[config.mk]
export PLATFORM = sky130hd
export DESIGN_NAME = mem_port_arbiter
export DESIGN_NICKNAME = d
export VERILOG_FILES = /design/src/rtl/mem_port_arbiter.sv
export SDC_FILE = /design/constraint.sdc
export NUM_CORES = 1
export LEC_CHECK = 0
export ABC_AREA = 1
export CAP_MARGIN = 20
export CORE_AREA = 2 2 130 69
export DETAILED_ROUTE_END_ITERATION = 12
export DIE_AREA = 0 0 132 71
export GPL_ROUTABILITY_DRIVEN = 0
export PLACE_DENSITY = 0.85
export SKIP_LAST_GASP = 1
export SLEW_MARGIN = 15
export SYNTH_ARGS = -nofsm -noshare
export SYNTH_HDL_FRONTEND = slang
export SYNTH_SLANG_ARGS = --single-unit
[constraint.sdc]
create_clock -name clk -period 1.9 [get_ports clk]
set_input_delay 0.57 -clock clk [delete_from_list [all_inputs] [get_ports clk]]
set_output_delay 0.57 -clock clk [all_outputs]
set_load 0.005 [all_outputs]
[src/rtl/mem_port_arbiter.sv]
// Shares one single-port 16-bit byte-laned memory between instruction fetch and load/store.
// Data wins arbitration; each access runs ISSUE -> WAIT (loads/fetches) -> RESP.
module mem_port_arbiter #(
    parameter int MEM_LAT = 2
) (
    input  logic        clk,
    input  logic        reset,
    input  logic        if_req,
    input  logic [15:0] if_addr,
    output logic [15:0] if_rdata,
    output logic        if_ack,
    input  logic        d_req,
    input  logic        d_we,
    input  logic        d_bh,
    input  logic [15:0] d_addr,
    input  logic [15:0] d_wdata,
    output logic [15:0] d_rdata,
    output logic        d_ack,
    output logic        d_err,
    output logic        mem_en,
    output logic        mem_we,
    output logic [1:0]  mem_be,
    output logic [15:0] mem_addr,
    output logic [15:0] mem_wdata,
    input  logic [15:0] mem_rdata,
    output logic        stall,
    output logic        busy
);

    typedef enum logic [1:0] {IDLE, ISSUE, WAIT, RESP} state_t;

    state_t     state;
    logic       sel_d;
    logic [2:0] cnt;
    // Attributes of the granted data access, latched so a withdrawn request cannot disturb it.
    logic       is_store;
    logic       is_byte;
    logic       lane_hi;

    always_ff @(posedge clk) begin
        if (reset) begin
            state     <= IDLE;
            sel_d     <= 1'b0;
            cnt       <= 3'd0;
            is_store  <= 1'b0;
            is_byte   <= 1'b0;
            lane_hi   <= 1'b0;
            if_rdata  <= 16'h0000;
            if_ack    <= 1'b0;
            d_rdata   <= 16'h0000;
            d_ack     <= 1'b0;
            d_err     <= 1'b0;
            mem_en    <= 1'b0;
            mem_we    <= 1'b0;
            mem_be    <= 2'b00;
            mem_addr  <= 16'h0000;
            mem_wdata <= 16'h0000;
        end else begin
            mem_en <= 1'b0;
            mem_we <= 1'b0;
            mem_be <= 2'b00;
            if_ack <= 1'b0;
            d_ack  <= 1'b0;
            d_err  <= 1'b0;
            case (state)
                IDLE: begin
                    if (d_req) begin
                        sel_d    <= 1'b1;
                        is_store <= d_we;
                        is_byte  <= ~d_bh;
                        lane_hi  <= d_addr[0];
                        if (d_bh && d_addr[0]) begin
                            // Misaligned halfword: answer with an error, never touch memory.
                            state <= RESP;
                            d_ack <= 1'b1;
                            d_err <= 1'b1;
                        end else begin
                            state     <= ISSUE;
                            mem_en    <= 1'b1;
                            mem_we    <= d_we;
                            mem_be    <= d_bh ? 2'b11 : (d_addr[0] ? 2'b10 : 2'b01);
                            mem_addr  <= d_addr & 16'hFFFE;
                            mem_wdata <= d_bh ? d_wdata : {d_wdata[7:0], d_wdata[7:0]};
                        end
                    end else if (if_req) begin
                        sel_d    <= 1'b0;
                        is_store <= 1'b0;
                        state    <= ISSUE;
                        mem_en   <= 1'b1;
                        mem_be   <= 2'b11;
                        mem_addr <= if_addr & 16'hFFFE;
                    end
                end
                ISSUE: begin
                    if (is_store) begin
                        state <= RESP;
                        d_ack <= 1'b1;
                    end else begin
                        cnt   <= 3'(MEM_LAT - 1);
                        state <= WAIT;
                    end
                end
                WAIT: begin
                    if (cnt == 3'd0) begin
                        state <= RESP;
                        if (sel_d) begin
                            d_ack   <= 1'b1;
                            d_rdata <= is_byte ? {8'h00, lane_hi ? mem_rdata[15:8] : mem_rdata[7:0]}
                                               : mem_rdata;
                        end else begin
                            if_ack   <= 1'b1;
                            if_rdata <= mem_rdata;
                        end
                    end else begin
                        cnt <= cnt - 3'd1;
                    end
                end
                RESP: state <= IDLE;
                default: state <= IDLE;
            endcase
        end
    end

    assign stall = (if_req & ~if_ack) | (d_req & ~d_ack);
    assign busy  = (state != IDLE);

endmodule

==> summary.md, run 1 <==
| Metric | Value |
|---|---|
| Crit Reg-Reg Endpoint | if_rdata[7]$_SDFFE_PP0P_ |
| Register clock-pin slew on the reported worst setup and hold paths | 0.06 ns |
| Post-detailed-placement cell area | 5020 um^2 |
| Routed wire per std cell | 13.5 um |
| PD cells | 951 nW/um^2 |
| Fraction of post-synthesis cell area in the top cell type by area | 0.463 |
| Count of hold buffers inserted by post-cts repair | 0 |
| Most common flop cell mapped by yosys | sky130_fd_sc_hd__dfxtp_1 |
| Cell type contributing the most total cell area after synthesis | sky130_fd_sc_hd__dfxtp_1 |
| Register-to-Register Setup Slack | 0.24 ns |
| Mean area per synthesized cell | 6.95 um^2 |
| Largest net degree at the start of global routing | 34 |
| Post-synthesis xor/xnor area fraction | 0 |
| Combinational family with the most area after synthesis | simple AND/OR/NAND/NOR gates |
| Element type at the critical path start | flop |
| Sequential standard cell area | 1580 um^2 |
| Share of final-layout standard cells stronger than drive strength 1 | 0.0850 |
| Max-slew violations | 0 |
| Share of the clock period used by the worst path after layout | 0.948 |
| Largest fanout on the critical path | 4 |
| Postcts setup bufs | 0 |
| Worst-skew pair later-pin latency | 0.33 ns |
| Site row count | 24 |
| Post-detailed-route DRC marker count | 0 |
| RSZ-0062 raised after global routing | no |
| Die Area | 9370 um^2 |
| HP Start | cnt[2]$_SDFFE_PP0P_ |
| Fin crit period | 1.80 ns |
| Via total after detailed routing | approximately 3600 |
| Post-synthesis share of cell area spent on and, or, nand and nor gates | 0.313 |
| Result of the run | finished, final reports clean |
| IR drop worst, VDD | 500 uV |
| Combined global-route utilization of all metal layers | 0.223 |
| Design Area, Final | 5330 um^2 |
| Crit path capture type | output pin |
| Number of buffers added on ports | 140 |
| Origin of the worst setup path | state[0]$_SDFFE_PP0P_ |
| End of the worst hold path | cnt[2]$_SDFFE_PP0P_ |
| Detailed placer's ending HPWL | 7740 um |
| Worst reg2reg startpoint | cnt[0]$_SDFFE_PP0P_ |
| Setup violation total in the final timing report | 0 |
| Synth async-reset ratio | 0 |
| Number of synthesized flops with an enable pin | 0 |
| Summed instance area of the synthesized netlist | 3420 um^2 |
| Post-synthesis compound-gate area fraction | 0.117 |
| CTS tree | yes |
| Number of levels in the clock H-tree | 3 |
| Total negative slack for setup checks | 0 ns |
| Clk buf depth | 2 |
| Final Hold Fails | 0 |
| Via density per instance | 4.70 |
| Core area | between 8000 and 9000 um^2 |
| Count of antenna diodes in the layout | 0 |
| GRT Residual Overflow | 0 |
| I/O pin count | roughly 140 |
| Die Y-Extent | 71 um |
| Count of mapped cells out of synthesis | 492 |
| Number of nets with antenna violations after detailed routing | 0 |
| Via count of the first global-routing pass | 3393 |
| Initial antenna violation count | 0 |
| Static leakage | roughly 0.0024 uW |
| Post-Synthesis Net Count | 570 |
| Total design power | 5070 uW |
| Fin nets | 721 |
| Number of synthesized register bits | 79 |
| Filler instances | between 600 and 700 |
| Violation count after the first detailed-route iteration | 180 |
| Class of the worst hold path | reg -> reg |
| Critical setup path kind | reg -> out |
| Worst Reg-to-Reg Cells | 8 |
| Highest attainable clock frequency | 555 MHz |
| Yosys synthesis warning count | 0 |
| Area used by multi-input combinational logic | between 1500 and 2000 um^2 |
| First-pass GRT wire length | 16600 um |
| Required time of the critical path | approximately 1.3 ns |
| Sink Count | 79 |
| Detailed-route wire length | 10300 um |
| Signal arrival time at the worst endpoint | 1.23 ns |
| Cells on Worst Hold Path | 2 |
| Area added between synthesis and finish | 56.1% |
| # Max-Cap Violations | 0 |
| Sequential area share after synthesis | 0.463 |
| Initial Util | 0.411 |
| Synthesized-area fraction occupied by adder cells | 0.0293 |
| Count of TritonRoute iterations in the first routing pass | 4 |
| Clock Root Buffer | sky130_fd_sc_hd__clkbuf_16 |
| Number of buffers created by CTS | 9 |
| Synth unique cells | 25 |
| Worst Skew | a little under 0.005 ns |
| Leading cell types by total area after synthesis | sky130_fd_sc_hd__dfxtp_1 46%, sky130_fd_sc_hd__nand2_1 16%, sky130_fd_sc_hd__nor2_1 11% |
| Die Span X | 132 um |
| Mux contribution to synthesized area | 0 |
-- metal layers --
layer,global-route usage,vias to the layer above,part of all wire
li1,-,1833,-
met1,0.289,1604,0.47
met2,0.339,138,0.43
met3,0.0896,12,0.093
met4,0.0797,0,0.013
met5,0,-,0
-- worst max-delay path by stage --
stage,slack (ns),endpoint,depth (start not counted)
after detailed placement,-0.47,stall,4
final,0.1,busy,4
after global placement,-0.42,stall,4
after CTS,-0.19,stall,4
after global routing,0.02,busy,4
after floorplan,0.26,stall,3
-- cells in the mapped netlist (all sizes together) (2+ instances only) --
cell type and count:
a21oi 34, buf 16, clkbuf 6, clkinv 2, dfxtp 79, ha 8, inv 34, nand2 146
nand3 13, nor2 108, o21ai 42
-- what timing repair did --
action,in CTS,in global routing
pin swaps,0,1
endpoints found under the setup margin,2,2
gates resized for setup,3,7
-- final cells by class --
cell class	count	area share
Inverter	36	0.0258
Clock buffer	11	0.0455
Timing Repair Buffer	162	0.296
Clock inverter	4	0.0131
Sequential cell	79	0.297
Tap cell	117	0.0274
Multi-Input combinational cell	355	0.296
-- power by group --
group	switching (uW)	leakage, uW	internal, uW
registers	107	0.000646	1860
clock network	635	0.000155	1170
logic	623	0.00157	681
-- sequential cells by signal, indices dropped and copies added (netlist names), 2 cells and up --
register	flops
cnt	3
mem_addr	15
state	2
mem_be	2
mem_wdata	16
d_rdata	16
if_rdata	16
-- kinds of logic after synthesis --
family                   after synthesis
AO/OA/AOI/OAI                         78
adder cells (fa/ha/maj)                8
buffers and inverters                 58
flip-flops                            79
other                                  1
AND/OR/NAND/NOR                      268
-- cells in the final DEF (no fill, tap or decap), types with 2 or more instances in the layout --
cell / n
sky130_fd_sc_hd__ha_1: 7
sky130_fd_sc_hd__clkinv_1: 2
sky130_fd_sc_hd__dlymetal6s2s_1: 2
sky130_fd_sc_hd__bufinv_16: 2
sky130_fd_sc_hd__nor2_1: 100
sky130_fd_sc_hd__a21oi_1: 34
sky130_fd_sc_hd__nand2_2: 3
sky130_fd_sc_hd__nor2_2: 5
sky130_fd_sc_hd__buf_4: 21
sky130_fd_sc_hd__clkinv_2: 2
sky130_fd_sc_hd__inv_2: 3
sky130_fd_sc_hd__inv_1: 30
sky130_fd_sc_hd__nand2_1: 143
sky130_fd_sc_hd__dfxtp_1: 79
sky130_fd_sc_hd__nor2_4: 3
sky130_fd_sc_hd__clkbuf_16: 9
sky130_fd_sc_hd__o21ai_1: 6
sky130_fd_sc_hd__nand3_1: 12
sky130_fd_sc_hd__clkdlybuf4s50_1: 136
sky130_fd_sc_hd__o21ai_0: 36
-- critical path, stage by stage (launching register included) --
cell and delay, ns:
sky130_fd_sc_hd__dfxtp_1 0.33, sky130_fd_sc_hd__inv_1 0.08, sky130_fd_sc_hd__ha_2 0.20, sky130_fd_sc_hd__inv_2 0.08, sky130_fd_sc_hd__clkdlybuf4s15_1 0.21
-- metrics by stage --
step           worst slack, ns  utilization  instances  hold slack, ns
2_1_floorplan            0.262            -        492           0.445
3_3_place_gp            -0.425        0.603        749           0.454
3_5_place_dp            -0.473        0.603        749           0.465
4_1_cts                 -0.193        0.641        764           0.473
5_1_grt                 0.0212        0.641        764           0.506
6_report                0.0988        0.641        764           0.472
(Power assumes the default switching activity.)
==> run 2, diff against run 1 <==
Settings changed: CORE_AREA 2 2 130 69 to 2 2 136 72, DIE_AREA 0 0 132 71 to 0 0 138 74, MAX_ROUTING_LAYER set to met4, PLACE_DENSITY 0.85 to 0.82.
Clock period 1.9 ns to 1.55 ns, I/O delays scaled along.
==> run 2 against run 1 <==
Against the previous run:
- clock-buffer cell count grew 2
- die area grew 9.0%
- sequential power grew 22%
- sequential share of layout area shrank 0.31 points
- largest cell class is now multi-input gates
- largest power group unchanged
- highest routed layer unchanged
==> summary.md, run 2 (synthesized netlist as in run 1, its figures left out) <==
| Metric | Value |
|---|---|
| Site row count | 25 (+4.2%) |
| Max-slew violations | 0 (unchanged) |
| Initial antenna violation count | 0 (unchanged) |
| Clock Root Buffer | sky130_fd_sc_hd__clkbuf_16 |
| Register-to-Register Setup Slack | 0.05 ns (-0.19 ns) |
| Count of TritonRoute iterations in the first routing pass | 4 (unchanged) |
| Area added between synthesis and finish | 58.9% |
| I/O pin count | 143 (unchanged) |
| Worst reg2reg startpoint | state[0]$_SDFFE_PP0P_ |
| Element type at the critical path start | input port |
| Sequence of cells on the critical path | dlygate4sd2_1, inv_1, o22ai_2, buf_2 |
| Share of the clock period used by the worst path after layout | 0.968 |
| Share of final-layout standard cells stronger than drive strength 1 | 0.125 (+0.0400) |
| Biggest cell delay along the critical path | 0.21 ns (-0.12 ns) |
| # Max-Cap Violations | 0 (unchanged) |
| Largest net degree at the start of global routing | 43 (+26%) |
| Routed wire per std cell | 13.7 um (+1.8%) |
| Number of buffers created by CTS | 9 (unchanged) |
| Worst Reg-to-Reg Cells | 9 (+1) |
| Final Hold Fails | 0 (unchanged) |
| Number of levels in the clock H-tree | 3 (unchanged) |
| Core area | 9070 um^2 (+9.1%) |
| Class of the worst hold path | reg -> reg |
| Buffers and inverters on the worst path | 3 (unchanged) |
| Filler instances | 803 (+15%) |
| Via total after detailed routing | 3664 (+2.1%) |
| Post-detailed-route DRC marker count | 0 (unchanged) |
| Total design power | 6150 uW (+21%) |
| Number of nets with antenna violations after detailed routing | 0 (unchanged) |
| Worst-skew pair later-pin latency | 0.33 ns (about the same) |
| Via count of the first global-routing pass | 3585 (+5.7%) |
| Detailed-route wire length | 10700 um (+3.5%) |
| Violation count after the first detailed-route iteration | 215 (+19%) |
| Total negative slack for setup checks | 0 ns (unchanged) |
| Combined global-route utilization of all metal layers | 0.215 (-0.00808) |
| Die Area | 10200 um^2 (+9.0%) |
| PD cells | 1130 nW/um^2 (+19%) |
| Fin crit period | 1.50 ns |
| Most frequent standard cell in the layout excluding fill and tap cells | sky130_fd_sc_hd__nand2_1 |
| Clk buf depth | 2 (unchanged) |
| Via density per instance | 4.72 (+0.44%) |
| Static leakage | 0.00275 uW (+16%) |
| Sink Count | 79 (unchanged) |
| First-pass GRT wire length | 17000 um (+2.6%) |
| IR drop worst, VDD | 586 uV (+17%) |
| Register clock-pin slew on the reported worst setup and hold paths | 0.06 ns (about the same) |
| Setup violation total in the final timing report | 0 (unchanged) |
| RSZ-0062 raised after global routing | yes |
| Number of buffers added on ports | 140 (unchanged) |
| Die Y-Extent | 74 um (+4.2%) |
| Share of the core filled with cells | 0.598 (-0.0428) |
| Signal arrival time at the worst endpoint | 1.03 ns (-0.20 ns) |
| End of the worst hold path | cnt[2]$_SDFFE_PP0P_ |
| Largest fanout on the critical path | 2 (-2) |
| Crit path capture type | output pin |
| Critical setup path kind | in -> out |
| Count of antenna diodes in the layout | 0 (unchanged) |
| Most used cells in the layout excluding fill and tap cells | 143 x sky130_fd_sc_hd__nand2_1, 100 x sky130_fd_sc_hd__nor2_1, 72 x sky130_fd_sc_hd__dlygate4sd2_1 |
| Fin nets | 729 (+1.1%) |
| Cells on Worst Hold Path | 2 (unchanged) |
| Highest attainable clock frequency | approximately 670 MHz |
| Cell family with most CP delay | buffers and inverters |
| Crit Reg-Reg Endpoint | d_rdata[5]$_SDFFE_PP0P_ |
| Result of the run | finished, final reports clean |
| Origin of the worst setup path | if_req |
| HP Start | cnt[2]$_SDFFE_PP0P_ |
| Detailed placer's ending HPWL | 7850 um (+1.5%) |
| Worst Skew | 0.00377 ns (-0.00106 ns) |
| Largest registers ranked by flip-flop count | d_rdata (16), if_rdata (16), mem_wdata (16) |
| Cell type of the slowest stage on the worst timing path | sky130_fd_sc_hd__dlygate4sd2_1 |
| Die Span X | 138 um (+4.5%) |
| Initial Util | 0.377 (-0.0341) |
| GRT Residual Overflow | 0 (unchanged) |
| CTS tree | yes |
| Required time of the critical path | 1.08 ns (-0.25 ns) |
## run 2: what timing repair did
item | 4_1_cts | 5_1_grt
buffers inserted | 2 | 1
pin swaps | 3 | 3
resized for setup | 91 | 22
endpoints found under the setup margin | 117 | 58
cloned | 0 | 1
hold buffers | 0 | 0
## run 2: stage by stage
step	hold slack [ns]	setup slack, ns	instance area (um^2)	cells
floorplan	0.445	0.0600	3420	492
global placement	0.453	-0.573	5080	757
detailed placement	0.458	-0.595	5080	757
CTS	0.467	0.000592	5320	775
global route	0.486	-0.0323	5430	777
finish	0.467	0.0503	5430	777
## run 2: worst register-to-register path, stage by stage, from the launching register on
cell and delay, ns:
sky130_fd_sc_hd__dfxtp_2 0.32, sky130_fd_sc_hd__inv_2 0.07, sky130_fd_sc_hd__buf_4 0.11, sky130_fd_sc_hd__ha_1 0.25, sky130_fd_sc_hd__nand2_4 0.11, sky130_fd_sc_hd__inv_2 0.08
sky130_fd_sc_hd__nand2_4 0.07, sky130_fd_sc_hd__clkbuf_16 0.18, sky130_fd_sc_hd__a21oi_1 0.14, sky130_fd_sc_hd__a21oi_1 0.08
## run 2: worst max-delay path by stage
stage,endpoint,slack (ns),cells after the start
after floorplan,d_ack$_SDFF_PP0_,0.06,10
after global placement,stall,-0.57,4
after detailed placement,stall,-0.59,4
after CTS,if_rdata[12]$_SDFFE_PP0P_,0.0006,8
after global routing,d_rdata[5]$_SDFFE_PP0P_,-0.03,9
final,stall,0.05,4
## run 2: layout make-up
type | instances | area [um^2] | share of cell area
Clock buffer | 13 | 270 | 0.0498
Clock inverter | 3 | 40.0 | 0.00737
Tap cell | 121 | 151 | 0.0279
Inverter | 36 | 138 | 0.0254
Timing Repair Buffer | 170 | 1600 | 0.295
Sequential cell | 79 | 1590 | 0.293
Multi-Input combinational cell | 355 | 1630 | 0.301
## run 2: power breakdown
group,switching (uW),internal [uW],total [uW]
Clock,795,1370,2170
Sequential,122,2280,2400
Combinational,803,779,1580
## run 2: metal layers
layer / GRT usage / up-vias / share of wire
met5: - / - / 0
met4: 0.0510 / 0 / 0.0097
li1: - / 1850 / -
met2: 0.327 / 138 / 0.43
met3: 0.0747 / 13 / 0.089
met1: 0.278 / 1663 / 0.47
